--- config.mk ---
export PLATFORM = sky130hd
export DESIGN_NAME = jk_bank_sched
export DESIGN_NICKNAME = d
export VERILOG_FILES = /design/src/rtl/jk_pkg.sv /design/src/rtl/jk_cell.sv /design/src/rtl/jk_bank_sched.sv
export SDC_FILE = /design/constraint.sdc
export NUM_CORES = 1
export LEC_CHECK = 0
export ABC_AREA = 1
export BUFFER_PORTS_ARGS = -buffer_cell sky130_fd_sc_hd__buf_4
export CAP_MARGIN = 20
export CORE_MARGIN = 2
export CORE_UTILIZATION = 47
export DETAILED_ROUTE_END_ITERATION = 10
export PLACE_DENSITY = 0.76
export SLEW_MARGIN = 25
export SYNTH_ARGS = -nofsm -noshare
export SYNTH_HDL_FRONTEND = slang
export SYNTH_HIERARCHICAL = 1
export SYNTH_SLANG_ARGS = --single-unit
--- constraint.sdc ---
create_clock -name clk -period 1.7 [get_ports clk]
set_clock_uncertainty 0.1 [all_clocks]
set_input_delay 0.085 -clock clk [delete_from_list [all_inputs] [get_ports clk]]
set_output_delay 0.085 -clock clk [all_outputs]
set_load 0.02 [all_outputs]
--- src/rtl/jk_pkg.sv ---
// Shared definitions for the JK bank scheduler: op encoding and FSM states.
package jk_pkg;

    // Op encoding is the {j,k} pair applied to the target cell
    localparam logic [1:0] OP_HOLD = 2'b00;
    localparam logic [1:0] OP_RST  = 2'b01;
    localparam logic [1:0] OP_SET  = 2'b10;
    localparam logic [1:0] OP_TGL  = 2'b11;

    typedef enum logic [1:0] {
        S_IDLE  = 2'd0,
        S_APPLY = 2'd1,
        S_ACK   = 2'd2
    } state_t;

endpackage

--- src/rtl/jk_cell.sv ---
// One behavioural JK flip-flop with synchronous active-high clear.
module jk_cell
    import jk_pkg::*;
(
    input  logic clk,
    input  logic clr,
    input  logic j,
    input  logic k,
    output logic q
);

    logic r_q;

    // JK next-state: hold / reset / set / toggle, clear has priority
    always_ff @(posedge clk) begin
        if (clr) begin
            r_q <= 1'b0;
        end else begin
            case ({j, k})
                OP_HOLD: r_q <= r_q;
                OP_RST:  r_q <= 1'b0;
                OP_SET:  r_q <= 1'b1;
                OP_TGL:  r_q <= ~r_q;
                default: r_q <= r_q;
            endcase
        end
    end

    assign q = r_q;

endmodule

--- src/rtl/jk_bank_sched.sv ---
// Round-robin scheduler owning a bank of JK cells. One command is serviced
// every three cycles: capture in IDLE, drive j/k in APPLY, acknowledge in ACK.
module jk_bank_sched
    import jk_pkg::*;
#(
    parameter int NREQ  = 4,
    parameter int NBITS = 8,
    parameter int IDXW  = (NBITS > 1) ? $clog2(NBITS) : 1
)
(
    input  logic                   clk,
    input  logic                   clr,
    input  logic [NREQ-1:0]        req,
    input  logic [2*NREQ-1:0]      req_op,
    input  logic [IDXW*NREQ-1:0]   req_idx,
    output logic [NREQ-1:0]        grant,
    output logic [NREQ-1:0]        ack,
    output logic                   ack_err,
    output logic                   busy,
    output logic [NBITS-1:0]       q
);

    localparam int IDW = $clog2(NREQ);
    // One extra bit so NBITS itself is representable for the range check
    localparam logic [IDXW:0] NB_L = (IDXW+1)'(NBITS);

    // First active requester at or above p, wrapping modulo NREQ
    function automatic logic [IDW-1:0] rr_pick(input logic [NREQ-1:0] r,
                                               input logic [IDW-1:0]  p);
        logic [IDW-1:0] sel;
        logic [IDW-1:0] cand;
        logic           found;
        sel   = '0;
        found = 1'b0;
        for (int s = 0; s < NREQ; s++) begin
            cand = IDW'((int'(p) + s) % NREQ);
            if (!found && r[cand]) begin
                sel   = cand;
                found = 1'b1;
            end
        end
        return sel;
    endfunction

    state_t            r_state;
    state_t            w_state_nxt;
    logic [IDW-1:0]    r_ptr;
    logic [IDW-1:0]    w_ptr_nxt;
    logic [IDW-1:0]    r_id;
    logic [IDW-1:0]    w_pick;
    logic [1:0]        r_op;
    logic [IDXW-1:0]   r_idx;
    logic [NREQ-1:0]   r_grant;
    logic [NREQ-1:0]   w_grant_nxt;
    logic [NREQ-1:0]   r_ack;
    logic [NREQ-1:0]   w_ack_nxt;
    logic              r_ack_err;
    logic              w_ack_err_nxt;
    logic              w_capture;
    logic              w_idx_ok;
    logic [NBITS-1:0]  w_j;
    logic [NBITS-1:0]  w_k;

    assign w_pick   = rr_pick(req, r_ptr);
    assign w_idx_ok = ({1'b0, r_idx} < NB_L);

    // Next-state, pointer, grant and acknowledge decisions
    always_comb begin
        w_state_nxt   = r_state;
        w_ptr_nxt     = r_ptr;
        w_grant_nxt   = r_grant;
        w_ack_nxt     = '0;
        w_ack_err_nxt = 1'b0;
        w_capture     = 1'b0;
        case (r_state)
            S_IDLE: begin
                if (|req) begin
                    w_capture   = 1'b1;
                    w_grant_nxt = NREQ'(1) << w_pick;
                    w_state_nxt = S_APPLY;
                end
            end
            S_APPLY: begin
                // Cell updates on this edge, so the ack cycle already shows new q
                w_ack_nxt     = r_grant;
                w_ack_err_nxt = !w_idx_ok;
                w_state_nxt   = S_ACK;
            end
            S_ACK: begin
                // Serviced requester drops to lowest priority next round
                w_ptr_nxt   = (r_id == IDW'(NREQ-1)) ? '0 : r_id + 1'b1;
                w_grant_nxt = '0;
                w_state_nxt = S_IDLE;
            end
            default: begin
                w_state_nxt = S_IDLE;
            end
        endcase
    end

    // Control state register; clear discards any in-flight command
    always_ff @(posedge clk) begin
        if (clr) begin
            r_state   <= S_IDLE;
            r_ptr     <= '0;
            r_grant   <= '0;
            r_ack     <= '0;
            r_ack_err <= 1'b0;
        end else begin
            r_state   <= w_state_nxt;
            r_ptr     <= w_ptr_nxt;
            r_grant   <= w_grant_nxt;
            r_ack     <= w_ack_nxt;
            r_ack_err <= w_ack_err_nxt;
        end
    end

    // Command payload capture; only consumed after a capture so left unreset
    always_ff @(posedge clk) begin
        if (w_capture) begin
            r_op  <= req_op[2*w_pick +: 2];
            r_idx <= req_idx[IDXW*w_pick +: IDXW];
            r_id  <= w_pick;
        end
    end

    // Steer the latched op onto the target cell only; out-of-range hits nothing
    always_comb begin
        w_j = '0;
        w_k = '0;
        if (r_state == S_APPLY) begin
            for (int b = 0; b < NBITS; b++) begin
                if (r_idx == IDXW'(b)) begin
                    w_j[b] = r_op[1];
                    w_k[b] = r_op[0];
                end
            end
        end
    end

    for (genvar g = 0; g < NBITS; g++) begin : g_cell
        jk_cell u_cell (
            .clk (clk),
            .clr (clr),
            .j   (w_j[g]),
            .k   (w_k[g]),
            .q   (q[g])
        );
    end

    assign grant   = r_grant;
    assign ack     = r_ack;
    assign ack_err = r_ack_err;
    assign busy    = (r_state != S_IDLE);

endmodule
==> metrics <==
initial antenna violation count 0; clk buf depth 2; final net count 324; WL final 4.243 mm; clock latency on the worst-skew pair 0.33 ns; post-route insts no fill 342; final hold vios 0; Tmin final 1.860 ns; vias post-DR 1723; sw frac between 30% and 40%; crit path kind reg -> reg; # DRC 0; first-pass GRT wire length ~6.6 mm; Final period util 109.4%; sw power 775.0 µW; initial DRC count between 70 and 80; vias in the first global route roughly 1600; Die Area 4061 µm²; Syn. warnings 6; port bufs 42; Worst Path Required 1.71 ns; largest net degree at the start of global routing 18; crit path launch type flip-flop; HPWL Detailed 2.664 mm; proportion of synthesized chip area in sequential cells 36.42%; CP endpoint kind flip-flop; Synthesized Nets around 260; clock root cell clkbuf_4; max-cap violation count 0; grt total ovfl 0; area grow syn2layout 45.07%; area of the mapped netlist 1677 µm²; outcome finished, violations left; Final Worst Setup Slack -0.1595 ns; CTS tree done; routed len/inst 12.41 µm; final-report max-slew violation count 0; Die Y around 64 µm; # clock sinks 27; Placeable Area 3390 µm²; fmax ~540 MHz; starting density of the core 49.46%; Distinct cells, synth 27; proportion of layout cells with a drive suffix above 1 40.88%; width of the die 63.73 µm; combinational fraction of design power a little over two fifths; first-pass iteration count of the detailed router 4; DR vias/cell 5.038; power density cells 801.3 nW/µm²; CP Max Fanout 8; final antenna-violating net count 0; Clk pin slew, worst setup/hold paths 0.15 ns; setup_tns -0.5139 ns; Leak between 1 and 1.5 nW; Cells after Synth 235; CTS Buf Count 3; syn_area_per_cell around 7.1 µm²; Ports 44; Worst IR Drop VDD between 500 and 600 µV; clock share of power 15.4%; Hold Crit Class in -> reg; H-tree levels 1; Antenna Cells 0; failing checks setup timing; Int Pwr 1.174 mW; Seq cells post-synth 27; RSZ-0062 raised after global routing true; Rows 21; # setup viols final 8; crit path DAT 1.87 ns; GRT Resource Usage Total 20.05%; Sequential Power Share 41.4%; Routability Congestion about 0.86; Cells after DPL 328; Finished Core Util between 70 and 80%
sequential cells by signal, summed over array words and instances, names as in the netlist:
name,count
g_cell.u_cell/q,8
ack,4
grant,4
r_idx,3
r_id,2
r_op,2
r_ptr,2
r_state,2
layout make-up:
type	instances	area, µm²
inverter	27	123.9
sequential	27	618.1
clock inverter	1	8.758
tap	46	57.56
clock buffer	3	22.52
multi-input combinational	180	1134
timing repair buffer	58	467.9
fill	246	957.2
layout by cell type, fill, tap and decap left out, drive strengths merged:
master,n
dlygate4sd3,1
nor4,1
inv,28
buf,56
o211ai,1
ha,1
conb,1
o21ai,9
dfxtp,20
edfxtp,7
or2,1
nor2,42
clkbuf,4
a21oi,3
nand3,42
nand2,79
metrics by stage:
stage | hold slack [ns] | power [mW] | instance area, µm² | setup WS [ns]
2_1_floorplan | 0.1285 | 1.288 | 1679 | 0.005767
3_3_place_gp | 0.3041 | 1.454 | 2082 | -0.1694
3_5_place_dp | 0.3104 | 1.464 | 2082 | -0.1941
4_1_cts | 0.02447 | 1.825 | 2233 | -0.01530
5_1_grt | 0.03290 | 2.082 | 2432 | -0.2143
6_report | 0.02390 | 1.949 | 2432 | -0.1595
synthesized netlist by cell type (all sizes together):
library cell / n / area (µm²)
nand3: 40 / 280.3
nand2: 79 / 341.6
o21ai: 8 / 55.06
nor4: 1 / 6.260
inv: 27 / 108.9
nor2: 42 / 173.9
edfxtp: 7 / 210.2
conb: 1 / 3.750
or2: 1 / 6.260
buf: 4 / 50.05
dfxtp: 20 / 400.4
o211ai: 1 / 12.51
ha: 1 / 12.51
a21oi: 3 / 15.01
repair_timing:
action / 4_1_cts / 5_1_grt
pin swaps: 3 / 6
hold buffers: 1 / 0
hold endpoints to repair: 8 / 0
cloned: 3 / 1
gates resized for setup: 20 / 30
setup buffers: 0 / 5
endpoints found under the setup margin: 11 / 10
power groups by stage:
| stage | registers (mW) | clock network [mW] | logic (mW) |
|---|---|---|---|
| CTS | 0.804 | 0.305 | 0.716 |
| finish | 0.807 | 0.301 | 0.842 |
| global route | 0.818 | 0.344 | 0.920 |
| detailed placement | 0.819 | 0 | 0.645 |
| floorplan | 0.832 | 0 | 0.456 |
| global placement | 0.817 | 0 | 0.637 |
worst max-delay path, stage by stage, from the launching register on:
cell       delay, ns
dfxtp_4         0.45
inv_8           0.07
nand2_2         0.08
nand2_2         0.06
nand2_2         0.09
nand2_4         0.10
inv_6           0.10
o211ai_4        0.10
clkbuf_16       0.18
nand3_2         0.07
nand2_1         0.07
nand2_1         0.09
nand2_1         0.07
cells by family (layout without fill, tap and decap cells):
kind of cell               count (synthesis)  count (layout)  synth area share (%)
AOI/OAI and AO/OA                         12              13                 4.925
other                                      1               1                0.2237
adders and majority gates                  1               1                0.7461
and+or+nand+nor                          163             165                 48.21
buffers and inverters                     31              89                 9.478
DFF                                       27              27                 36.42
routing by layer:
layer  track usage, %  routed length (µm)
met5                0                   0
met4            7.065                  67
met3            3.750                 215
met1            24.92                1734
met2            34.47                2225
path summary, 6_finish.rpt:
path	from	to	slack, ns	cells past startpoint
max	r_ptr[0]	r_idx[0]	-0.16	12
min	req_op[7]	r_op[1]	0.02	5
max reg2reg	r_ptr[0]	r_idx[0]	-0.16	12
min reg2reg	grant[2]	ack[2]	0.36	2
(Power assumes the default switching activity.)
